`src/rtl/nios_pio_in.sv`:
```
// nios_pio_in: Avalon-MM slave input PIO for the Nios bus.
// Synchronises and debounces a parallel input bus. Captures selected edges in a
// write-1-to-clear register. Raises a level interrupt for unmasked captured edges.
//
// Ports:
//   clk         system clock, all logic on posedge
//   reset       asynchronous active-high reset
//   address     register word offset (0 DATA, 2 IRQMASK, 3 EDGECAP, others read 0)
//   chipselect  slave select
//   write_n     active-low write strobe, qualified by chipselect
//   writedata   write data
//   readdata    read data, combinational (latency 0)
//   in_port     asynchronous input pins
//   irq         level interrupt, active high
module nios_pio_in #(
    parameter int unsigned WIDTH     = 17,
    parameter int unsigned DEBOUNCE  = 4,
    parameter int unsigned EDGE_TYPE = 0
) (
    input  logic             clk,
    input  logic             reset,
    input  logic [2:0]       address,
    input  logic             chipselect,
    input  logic             write_n,
    input  logic [31:0]      writedata,
    output logic [31:0]      readdata,
    input  logic [WIDTH-1:0] in_port,
    output logic             irq
);

    localparam int unsigned CntW = $clog2(DEBOUNCE + 1);
    localparam logic [CntW-1:0] CntMax = CntW'(DEBOUNCE - 1);

    logic [WIDTH-1:0] sync1_q, sync2_q;
    logic [WIDTH-1:0] stable_q, stable_d;
    logic [WIDTH-1:0] stable_dly_q;
    logic [CntW-1:0]  cnt_q [WIDTH];
    logic [CntW-1:0]  cnt_d [WIDTH];
    logic [WIDTH-1:0] mask_q, mask_d;
    logic [WIDTH-1:0] cap_q, cap_d;
    logic [1:0]       arm_cnt_q;
    logic             armed_q;

    logic             wr;
    logic [WIDTH-1:0] clr;
    logic [WIDTH-1:0] rise, fall, ev;

    // Upper writedata bits are only meaningful when WIDTH is 32.
    logic unused_wdata;
    assign unused_wdata = ^writedata;

    assign wr = chipselect & ~write_n;

    // Debounce: while unarmed, stable tracks the synchroniser directly so the
    // pin level present at reset release is adopted without debouncing.
    always_comb begin
        stable_d = stable_q;
        for (int i = 0; i < int'(WIDTH); i++) begin
            cnt_d[i] = '0;
        end
        if (!armed_q) begin
            stable_d = sync2_q;
        end else begin
            for (int i = 0; i < int'(WIDTH); i++) begin
                if (sync2_q[i] == stable_q[i]) begin
                    cnt_d[i] = '0;
                end else if (cnt_q[i] == CntMax) begin
                    stable_d[i] = sync2_q[i];
                    cnt_d[i]    = '0;
                end else begin
                    cnt_d[i] = cnt_q[i] + 1'b1;
                end
            end
        end
    end

    // Edge detect and capture. Events are masked until armed so that the
    // adoption of the initial pin level is never seen as an edge.
    always_comb begin
        rise = stable_q & ~stable_dly_q;
        fall = ~stable_q & stable_dly_q;
        case (EDGE_TYPE)
            0:       ev = rise;
            1:       ev = fall;
            default: ev = rise | fall;
        endcase
        if (!armed_q) begin
            ev = '0;
        end
        clr    = (wr && address == 3'd3) ? writedata[WIDTH-1:0] : '0;
        cap_d  = (cap_q & ~clr) | ev;  // set wins over same-cycle clear
        mask_d = (wr && address == 3'd2) ? writedata[WIDTH-1:0] : mask_q;
    end

    // armed rises only after stable and its delayed copy both hold the
    // synchronised pin level (edges 1-4 after release run unarmed).
    always_ff @(posedge clk or posedge reset) begin
        if (reset) begin
            sync1_q      <= '0;
            sync2_q      <= '0;
            stable_q     <= '0;
            stable_dly_q <= '0;
            mask_q       <= '0;
            cap_q        <= '0;
            arm_cnt_q    <= '0;
            armed_q      <= 1'b0;
            for (int i = 0; i < int'(WIDTH); i++) begin
                cnt_q[i] <= '0;
            end
        end else begin
            sync1_q      <= in_port;
            sync2_q      <= sync1_q;
            stable_q     <= stable_d;
            stable_dly_q <= stable_q;
            mask_q       <= mask_d;
            cap_q        <= cap_d;
            if (arm_cnt_q != 2'd3) begin
                arm_cnt_q <= arm_cnt_q + 2'd1;
            end
            if (arm_cnt_q == 2'd3) begin
                armed_q <= 1'b1;
            end
            for (int i = 0; i < int'(WIDTH); i++) begin
                cnt_q[i] <= cnt_d[i];
            end
        end
    end

    always_comb begin
        readdata = '0;
        case (address)
            3'd0:    readdata[WIDTH-1:0] = stable_q;
            3'd2:    readdata[WIDTH-1:0] = mask_q;
            3'd3:    readdata[WIDTH-1:0] = cap_q;
            default: readdata = '0;
        endcase
    end

    assign irq = |(cap_q & mask_q);

endmodule

```
`config.mk`:
```
export PLATFORM = sky130hd
export DESIGN_NAME = nios_pio_in
export DESIGN_NICKNAME = d
export VERILOG_FILES = /design/src/rtl/nios_pio_in.sv
export SDC_FILE = /design/constraint.sdc
export NUM_CORES = 1
export LEC_CHECK = 0
export BUFFER_PORTS_ARGS = -buffer_cell sky130_fd_sc_hd__buf_2
export CORE_MARGIN = 2
export CORE_UTILIZATION = 45
export DETAILED_ROUTE_END_ITERATION = 12
export HOLD_SLACK_MARGIN = 0.12
export PLACE_DENSITY = 0.77
export SYNTH_ARGS = -nofsm -noshare
export SYNTH_HDL_FRONTEND = slang
export SYNTH_SLANG_ARGS = --single-unit
```
`constraint.sdc`:
```
create_clock -name clk -period 4.6 [get_ports clk]
set_input_delay 0.46 -clock clk [delete_from_list [all_inputs] [get_ports clk]]
set_output_delay 0.46 -clock clk [all_outputs]
set_load 0.01 [all_outputs]
```
==> metrics.md, run 1 <==
| Metric | Value |
|---|---|
| Area Growth Syn to Fin | `18.0%` |
| Fin crit share | `0.560` |
| Initial drt markers | `315` |
| Mapped Area | `6400 sq um` |
| DRC | `0` |
| Synth async-reset ratio | `1.00` |
| Root Buffer | `clkbuf_16` |
| Largest net degree at the start of global routing | `80` |
| Largest family of logic cells by synthesized area | `simple AND/OR/NAND/NOR gates` |
| Crit start category | `input pin` |
| DIE HEIGHT | `123 microns` |
| Drt pass-1 iters | `4` |
| Initial Util | `0.461` |
| Clock buffer depth | `2` |
| Worst slew pin tran | `907 ps` |
| Post-DRT Antenna Nets | `0` |
| Most common cell after layout, fill and taps aside | `dfrtp_1` |
| Post-Synth Adder-Cell Area | `0.0352` |
| RSZ-0062 raised after global routing | `false` |
| CP endpoint kind | `output pin` |
| Flops & latches, synth | `156` |
| Grt ovf | `0` |
| Prevailing post-synth register cell | `dfrtp_1` |
| Simple-Gate Fraction of Synth Area | `0.126` |
| Vias | `3946` |
| Sink Count | `156` |
| Fin. max-slew vios | `0` |
| CTS buffer count | `17` |
| Setup Fix Bufs, Post-CTS | `0` |
| Core Footprint | `13900 sq um` |
| # H-tree levels | `4` |
| Synth unique cells | `34` |
| Post-cts resize count | `0` |
| Routed Wire Length | `12500 microns` |
| Final setup TNS | `0 ps` |
| Mean Syn Cell Area | `12.9 sq um` |
| Worst IR Drop VDD | `0.320 mV` |
| Critical Path, Cell by Cell | `buf_2 -> nor2_2 -> a22oi_1 -> nor2_1 -> buf_2` |
| Synth area leader | `dfrtp_1` |
| Vias in the first global route | `4154` |
| GRT Util Overall | `0.182` |
| Worst setup margin | `2020 ps` |
| Tmin final | `2580 ps` |
| Cell count after synthesis | `495` |
| PD cells | `565 nW/um^2` |
| Commonest non-fill, non-tap cells in the layout | `dfrtp_1 (155), buf_2 (58), nor2_1 (45)` |
| Post-Layout Cell Count | `765` |
| Register clock-pin slew on the reported worst setup and hold paths | `60 ps` |
| Post-DP Area | `6790 sq um` |
| Register area share after synthesis | `0.610` |
| Antenna violations before repair | `2` |
| Fin area | `7550 sq um` |
| Max frequency | `0.388 GHz` |
| CTS tree | `yes` |
| Yosys top cell area share | `0.610` |
| CP max stage cell | `nor2_2` |
| Cts hold-fix bufs | `12` |
| Final RePlAce weighted congestion | `0.752` |
| Vias per cell | `5.16` |
| Outcome | `finished, final reports clean` |
| Worst path arrival time | `2120 ps` |
| First-pass GRT wire length | `20500 microns` |
| Final net count | `645` |
| Skew final | `9.24 ps` |
| Pleak | `0.00369 uW` |
| Hold Vio Cnt, Final | `0` |
| DP Wirelength | `8140 microns` |
| Clock latency on the worst-skew pair | `430 ps` |
| Rows | `43` |
| HP Class | `input pin to flop` |
| IO Count | `89` |
| DR WL/cell | `16.3 microns` |
| Compound-Gate Fraction of Synth Area | `0.0557` |
| # setup viols final | `0` |
| Synth top area cells | `dfrtp_1 (61%), mux2_2 (7.4%), ha_1 (3.5%), nor2_1 (2.6%), a22oi_1 (2.5%)` |
| Crit-path max FO | `20` |
| Post-Place Worst Slack | `2080 ps` |
| Dpl cells | `719` |
| Worst Path Required | `4140 ps` |
| CP dominant cell by count | `buf_2` |
| Relative slew slack | `0.395` |
| Synth Area in XOR/XNOR | `0.0246` |
| Post-synth EDFFs | `0` |
| Synth warn | `0` |
| DIE AREA | `15200 sq um` |
| Layout cells sized above 1 | `0.260` |
| Critical Path Max Stage Delay | `770 ps` |
| Mux contribution to synthesized area | `0.0974` |
| CP Class | `input pin to output pin` |
| Max-Cap Viols | `0` |
| Die width | `123 microns` |
| I/O Buffers | `58` |
## layer usage
layer / vias to the layer above / wire length [microns] / track usage
met3: 26 / 713 / 0.0604
met2: 109 / 6180 / 0.288
met5: - / 13 / 0
li1: 1829 / - / -
met4: 2 / 293 / 0.0817
met1: 1980 / 5280 / 0.228
## worst max-delay path: cells and delay by family
kind | cells | cell delay, ps
AO/OA/AOI/OAI | 1 | 230
buffers and inverters | 2 | 450
AND/OR/NAND/NOR | 2 | 960
## cells in the mapped netlist, types with 2 or more instances
cell       instances
nor2b_1            6
a32o_1            11
nand2b_1          14
mux2_4            10
dfrtp_1          156
buf_4             16
nor3_1             3
nor2_1            45
nor2_8             2
and3_1             4
nor3b_1            3
a22oi_1           21
buf_1              2
nand2_1           41
o2bb2ai_1          6
nand3_1           15
buf_2              5
mux2_2            42
clkbuf_1           4
a221oi_1           2
buf_6              3
inv_1             26
ha_1              18
xor2_1            17
and4b_1           14
## through the flow
stage	util	power (uW)	hold slack [ps]
detailed placement	0.489	2790	335
global route	0.544	4530	125
CTS	0.543	4310	121
global placement	0.489	2700	334
finish	0.544	4270	138
floorplan	-	2560	331
## layout make-up
class | count | area [sq um]
fillers | 1121 | 6330
flip-flops and latches | 156 | 3910
multi-input cells | 295 | 2220
repair buffers | 74 | 455
clock buffers | 19 | 443
well taps | 180 | 225
clock inverters | 13 | 190
inverters | 27 | 105
diodes | 1 | 2.50
## final timing paths
kind | from | endpoint | slack (ps) | cells after the start
setup reg to reg | armed_q | stable_q[6] | 2750 | 3
max in group asynchronous | reset | armed_q | 3400 | 3
min in group asynchronous | reset | cnt_q[29] | 160 | 2
hold / removal | in_port[3] | sync1_q[3] | 140 | 1
setup / recovery | address[0] | readdata[1] | 2020 | 5
hold reg to reg | sync1_q[10] | sync2_q[10] | 350 | 0
## flip-flops by register name (all words and copies together) (netlist names)
| name | flops |
|---|---|
| sync2_q | 17 |
| arm_cnt_q | 2 |
| cnt_q | 51 |
| mask_q | 17 |
| armed_q | 1 |
| cap_q | 17 |
| sync1_q | 17 |
| stable_dly_q | 17 |
| stable_q | 17 |
## report_power, final
| group | leakage, uW | internal, uW | switching [uW] |
|---|---|---|---|
| logic | 0.00154 | 407 | 397 |
| clock network | 0.000296 | 925 | 565 |
| registers | 0.00186 | 1720 | 252 |
| total | 0.00369 | 3050 | 1210 |
## cell families after synthesis
logic type,count (synthesis)
other,1
XOR/XNOR,18
flip-flops,156
AO/OA/AOI/OAI,42
adder cells (fa/ha/maj),18
multiplexers,52
AND/OR/NAND/NOR,150
buffers and inverters,58
(Power assumes the default switching activity.)
==> run 2, diff against run 1 <==
PLACE_DENSITY = 0.74   (was 0.77)
clock period = 2.6 ns   (was 4.6 ns; I/O delays follow)
==> run 2 against run 1 <==
Clock skew fell by 3.6 ps. Final cell count rose by 2.7%. Die area did not move. Utilization rose by 1.5 points. Combinational power rose by 81%. Clock-buffer cell count rose by 5. Clock power rose by 69%. Power rose by 75%. Global-route usage fell by 0.34 points. Via count rose by 2.2%. Design area rose by 2.7%. Critical path type is now flop to output pin. Largest cell class unchanged. Highest routed layer is now met4.
==> metrics.md, run 2 (same netlist as run 1, synthesis figures left out) <==
| Metric | Value |
|---|---|
| Total power | `7470 uW (was 4270 uW)` |
| Post-cts resize count | `0 (unchanged)` |
| Post-DRT Antenna Nets | `0 (unchanged)` |
| Vias in the first global route | `4213 (was 4154)` |
| DIE HEIGHT | `123 microns (unchanged)` |
| PD cells | `964 nW/um^2 (was 565 nW/um^2)` |
| Relative slew slack | `0.572 (was 0.395)` |
| Max frequency | `0.459 GHz` |
| Part of the power in registers | `0.468 (was 0.462)` |
| Hold path cells | `2 (was 1)` |
| Hold Vio Cnt, Final | `0 (unchanged)` |
| CP endpoint kind | `output pin (unchanged)` |
| DIE AREA | `15200 sq um (unchanged)` |
| IO Count | `89 (unchanged)` |
| # setup viols final | `0 (unchanged)` |
| Register clock-pin slew on the reported worst setup and hold paths | `60 ps (about the same)` |
| Initial Util | `0.461 (unchanged)` |
| Register area | `3910 sq um (unchanged)` |
| Final RePlAce weighted congestion | `0.723 (was 0.752)` |
| Filler cells | `1128 (was 1121)` |
| Grt ovf | `0 (unchanged)` |
| Worst setup margin | `422 ps (was 2020 ps)` |
| HP Class | `input pin to flop (unchanged)` |
| Crit-path max FO | `3 (was 20)` |
| Initial drt markers | `293 (was 315)` |
| Commonest non-fill, non-tap cells in the layout | `dfrtp_1 (155), buf_2 (58), nor2_1 (45) (unchanged)` |
| Final setup TNS | `0 ps (unchanged)` |
| Clock buffer depth | `2 (unchanged)` |
| DRC | `0 (unchanged)` |
| Drt pass-1 iters | `5 (was 4)` |
| Sink Count | `156 (unchanged)` |
| Fin crit share | `0.838` |
| Logic pwr share | `0.195 (was 0.189)` |
| Util after Layout | `0.559 (was 0.544)` |
| Area of the multi-input gates | `2220 sq um (unchanged)` |
| First-pass GRT wire length | `20500 microns (about the same)` |
| GRT Util Overall | `0.179 (was 0.182)` |
| Crit start category | `flop (was input pin)` |
| Die width | `123 microns (unchanged)` |
| Internal power | `5420 uW (was 3050 uW)` |
| CTS tree | `yes (unchanged)` |
| Area Growth Syn to Fin | `21.2% (was 18.0%)` |
| Skew final | `5.67 ps (was 9.24 ps)` |
| Root Buffer | `clkbuf_16 (unchanged)` |
| # diodes | `0 (was 1)` |
| Worst path arrival time | `1920 ps (was 2120 ps)` |
| Switching part of the total | `0.275 (was 0.284)` |
| Pleak | `0.00380 uW (was 0.00369 uW)` |
| Fin. max-slew vios | `0 (unchanged)` |
| Biggest register | `cnt_q (unchanged)` |
| P_sw | `2050 uW (was 1210 uW)` |
| Worst Path Required | `2340 ps (was 4140 ps)` |
| I/O Buffers | `58 (unchanged)` |
| Worst IR Drop VDD | `0.550 mV (was 0.320 mV)` |
| Routed Wire Length | `12400 microns (was 12500 microns)` |
| Clk network pwr share | `0.337 (was 0.349)` |
| Antenna violations before repair | `0 (was 2)` |
| Rows | `43 (unchanged)` |
| Core Footprint | `13900 sq um (unchanged)` |
| DR WL/cell | `15.8 microns (was 16.3 microns)` |
| DP Wirelength | `8030 microns (was 8140 microns)` |
| Outcome | `finished, final reports clean (unchanged)` |
| Layout cells sized above 1 | `0.251 (was 0.260)` |
| Max reg flops | `51 (unchanged)` |
| Most common cell after layout, fill and taps aside | `dfrtp_1 (unchanged)` |
| # H-tree levels | `4 (unchanged)` |
| R2r worst-path depth | `3 (unchanged)` |
| Tmin final | `2180 ps` |
| CP Class | `flop to output pin (was input pin to output pin)` |
| CTS buffer count | `17 (unchanged)` |
| Post-Place Worst Slack | `692 ps (was 2080 ps)` |
| Max-Cap Viols | `0 (unchanged)` |
| Vias | `4031 (was 3946)` |
| RSZ-0062 raised after global routing | `false (unchanged)` |
| Worst slew pin tran | `642 ps (was 907 ps)` |
| Largest net degree at the start of global routing | `105 (was 80)` |
| Final net count | `668 (was 645)` |
| Clock latency on the worst-skew pair | `410 ps (was 430 ps)` |
| Vias per cell | `5.13 (was 5.16)` |
[run 2: what timing repair did]
action	in CTS	in global routing
endpoints found under the hold margin	193	0
setup buffers	0	0
hold buffers	34	0
[run 2: power groups by stage]
| stage | logic, uW | clock network (uW) | registers [uW] |
|---|---|---|---|
| after floorplan | 1130 | 0 | 3400 |
| after global placement | 1310 | 0 | 3480 |
| after detailed placement | 1420 | 0 | 3530 |
| after CTS | 1480 | 2580 | 3500 |
| after global routing | 1660 | 2690 | 3580 |
| final | 1460 | 2520 | 3500 |
[run 2: path summary, 6_finish.rpt]
| check | start | end | slack (ps) |
|---|---|---|---|
| worst max-delay path | mask_q[7] | irq | 420 |
| worst min-delay path | writedata[10] | mask_q[10] | 160 |
| worst max register to register | armed_q | stable_q[4] | 1060 |
| worst min register to register | sync1_q[9] | sync2_q[9] | 350 |
| max in group asynchronous | reset | cnt_q[32] | 1530 |
| min in group asynchronous | reset | sync1_q[3] | 530 |
[run 2: worst max-delay path, stage by stage, from the launching register on]
cell and delay, ps:
dfrtp_1 390, a22o_1 250, a221oi_1 340, and3_1 240
nand3_1 110, buf_2 170
[run 2: cell type report]
| class | count | share of cell area |
|---|---|---|
| flip-flops and latches | 156 | 0.504 |
| well taps | 180 | 0.0291 |
| repair buffers | 97 | 0.0878 |
| multi-input cells | 295 | 0.287 |
| inverters | 27 | 0.0136 |
| clock inverters | 7 | 0.0142 |
| clock buffers | 24 | 0.0647 |
[run 2: metrics by stage]
stage	std cells	cell area (sq um)	hold slack, ps
after floorplan	509	6450	291
after global placement	721	6800	334
after detailed placement	721	6800	335
after CTS	786	7750	129
after global routing	786	7750	130
final	786	7750	158
[run 2: routing by layer]
metal / part of all wire / global-route usage / up-vias
met5: 0 / 0 / -
met4: 0.013 / 0.0632 / 0
met3: 0.050 / 0.0484 / 12
met2: 0.49 / 0.284 / 104
met1: 0.45 / 0.237 / 2048
li1: - / - / 1867
==> run 3, diff against run 2 <==
clock period = 2.1 ns   (was 2.6 ns; I/O delays follow)
==> run 3 against run 2 <==
Setup slack got worse by 400 ps. Non-clock buffer count is 5 higher. Sequential power grew 24%. Clock skew grew 2.0 ps. Register-to-register slack got worse by 380 ps. Design area rose by 0.16%.
==> metrics.md, run 3 (same netlist as run 1, synthesis figures left out) <==
| Metric | Value |
|---|---|
| # H-tree levels | `4 (unchanged)` |
| Area Growth Syn to Fin | `21.4% (was 21.2%)` |
| PD cells | `1140 nW/um^2 (was 964 nW/um^2)` |
| Worst Min Path Start | `sync1_q[8] (was writedata[10])` |
| # setup viols final | `0 (unchanged)` |
| Worst Path Required | `1890 ps (was 2340 ps)` |
| Initial drt markers | `325 (was 293)` |
| Biggest register | `cnt_q (unchanged)` |
| Relative slew slack | `0.492 (was 0.572)` |
| IO Count | `89 (unchanged)` |
| Worst setup margin | `24.2 ps (was 422 ps)` |
| Initial Util | `0.461 (unchanged)` |
| DIE HEIGHT | `123 microns (unchanged)` |
| Tmin final | `2080 ps` |
| Final net count | `673 (was 668)` |
| # diodes | `0 (unchanged)` |
| Hold Vio Cnt, Final | `0 (unchanged)` |
| Outcome | `finished, final reports clean (unchanged)` |
| WHS | `345 ps (was 158 ps)` |
| Die width | `123 microns (unchanged)` |
| Crit-path max FO | `3 (unchanged)` |
| Most common cell after layout, fill and taps aside | `dfrtp_1 (unchanged)` |
| Dpl cells | `724 (was 721)` |
| Crit start category | `flop (unchanged)` |
| Max reg flops | `51 (unchanged)` |
| DIE AREA | `15200 sq um (unchanged)` |
| Pleak | `0.00380 uW (about the same)` |
| Register clock-pin slew on the reported worst setup and hold paths | `60 ps (about the same)` |
| First-pass GRT wire length | `20600 microns (was 20500 microns)` |
| Post-Layout Cell Count | `789 (was 786)` |
| Rows | `43 (unchanged)` |
| Vias per cell | `5.13 (about the same)` |
| Total power | `8870 uW (was 7470 uW)` |
| CTS buffer count | `17 (unchanged)` |
| CTS tree | `yes (unchanged)` |
| Worst IR Drop VDD | `0.679 mV (was 0.550 mV)` |
| Post-DRT Antenna Nets | `0 (unchanged)` |
| Largest net degree at the start of global routing | `50 (was 105)` |
| Fin. max-slew vios | `0 (unchanged)` |
| Vias in the first global route | `4244 (was 4213)` |
| Fin crit share | `0.988` |
| HP Class | `flop to flop (was input pin to flop)` |
| Final setup TNS | `0 ps (unchanged)` |
| Sink Count | `156 (unchanged)` |
| Worst R2R Start | `armed_q (unchanged)` |
| Clock latency on the worst-skew pair | `420 ps (was 410 ps)` |
| Core Footprint | `13900 sq um (unchanged)` |
| Antenna violations before repair | `0 (unchanged)` |
| Grt ovf | `0 (unchanged)` |
| DP Wirelength | `8320 microns (was 8030 microns)` |
| Max frequency | `0.482 GHz` |
| DRC | `0 (unchanged)` |
| Drt pass-1 iters | `5 (unchanged)` |
| Critical path origin | `cap_q[7] (was mask_q[7])` |
| CP Class | `flop to output pin (unchanged)` |
| I/O Buffers | `58 (unchanged)` |
| Final RePlAce weighted congestion | `0.734 (was 0.723)` |
| Vias | `4049 (was 4031)` |
| Layout cells sized above 1 | `0.253 (was 0.251)` |
| Clock buffer depth | `2 (unchanged)` |
| CP endpoint kind | `output pin (unchanged)` |
| Max-Cap Viols | `0 (unchanged)` |
| DR WL/cell | `15.6 microns (was 15.8 microns)` |
| Routed Wire Length | `12300 microns (was 12400 microns)` |
| Worst path arrival time | `1870 ps (was 1920 ps)` |
| Root Buffer | `clkbuf_16 (unchanged)` |
| Worst slew pin tran | `761 ps (was 642 ps)` |
| Commonest non-fill, non-tap cells in the layout | `dfrtp_1 (155), buf_2 (57), nor2_1 (45) (was dfrtp_1 (155), buf_2 (58), nor2_1 (45))` |
| GRT Util Overall | `0.180 (was 0.179)` |
| Post-Place Worst Slack | `317 ps (was 692 ps)` |
| Skew final | `7.67 ps (was 5.67 ps)` |
| RSZ-0062 raised after global routing | `true (was false)` |
==> run 3: changes by cell type in the layout (fill, tap and decap cells not counted) <==
cell	change
buf_4	+1
clkinv_2	-2
nand3_2	+1
buf_12	+3
buf_2	-1
dlygate4sd3_1	+1
a221oi_1	-2
bufinv_16	-3
a221oi_2	+2
buf_6	+1
nand3_1	-1
clkbuf_1	+3
==> run 3: layout make-up <==
class	instances	area, sq um
clock buffer	27	513
clock inverter	2	10.0
inverter	27	105
tap	180	225
sequential	156	3910
multi-input combinational	295	2240
fill	1127	6120
timing repair buffer	102	764
==> run 3: repair_timing <==
action,CTS,global route
gates resized for setup,3,1
pin swaps,1,2
hold buffers,35,0
buffers inserted,0,1
endpoints found under the setup margin,1,1
endpoints found under the hold margin,79,0
==> run 3: worst paths after layout <==
path	slack [ps]	depth (start not counted)	end
min in group asynchronous	480	3	cnt_q[26]
max	20	5	irq
max in group asynchronous	930	4	cnt_q[43]
min	340	0	sync2_q[8]
max reg2reg	680	3	stable_q[15]
min reg2reg	340	0	sync2_q[8]
==> run 3: critical path: stages (launching register included) <==
cell and delay, ps:
dfrtp_1 390, a22o_1 260, a221oi_2 280, and3_1 240, nand3_2 110, buf_6 160
==> run 3: metrics by stage <==
| stage | util | cell area (sq um) |
|---|---|---|
| final | 0.559 | 7760 |
| after global routing | 0.559 | 7760 |
| after CTS | 0.558 | 7750 |
| after detailed placement | 0.494 | 6860 |
| after global placement | 0.494 | 6860 |
| after floorplan | - | 6450 |
==> run 3: report_power, final <==
group / internal, uW / switching (uW)
Clock: 1640 / 1080
Sequential: 3780 / 554
Combinational: 939 / 881
Total: 6360 / 2510
==> run 3: routing by layer <==
| layer | vias to the layer above | routed length, microns | share of wire | GRT usage |
|---|---|---|---|---|
| li1 | 1876 | - | - | - |
| met2 | 115 | 6130 | 0.50 | 0.291 |
| met5 | - | 0 | 0 | 0 |
| met3 | 24 | 610 | 0.049 | 0.0507 |
| met4 | 0 | 262 | 0.021 | 0.0703 |
| met1 | 2034 | 5330 | 0.43 | 0.230 |
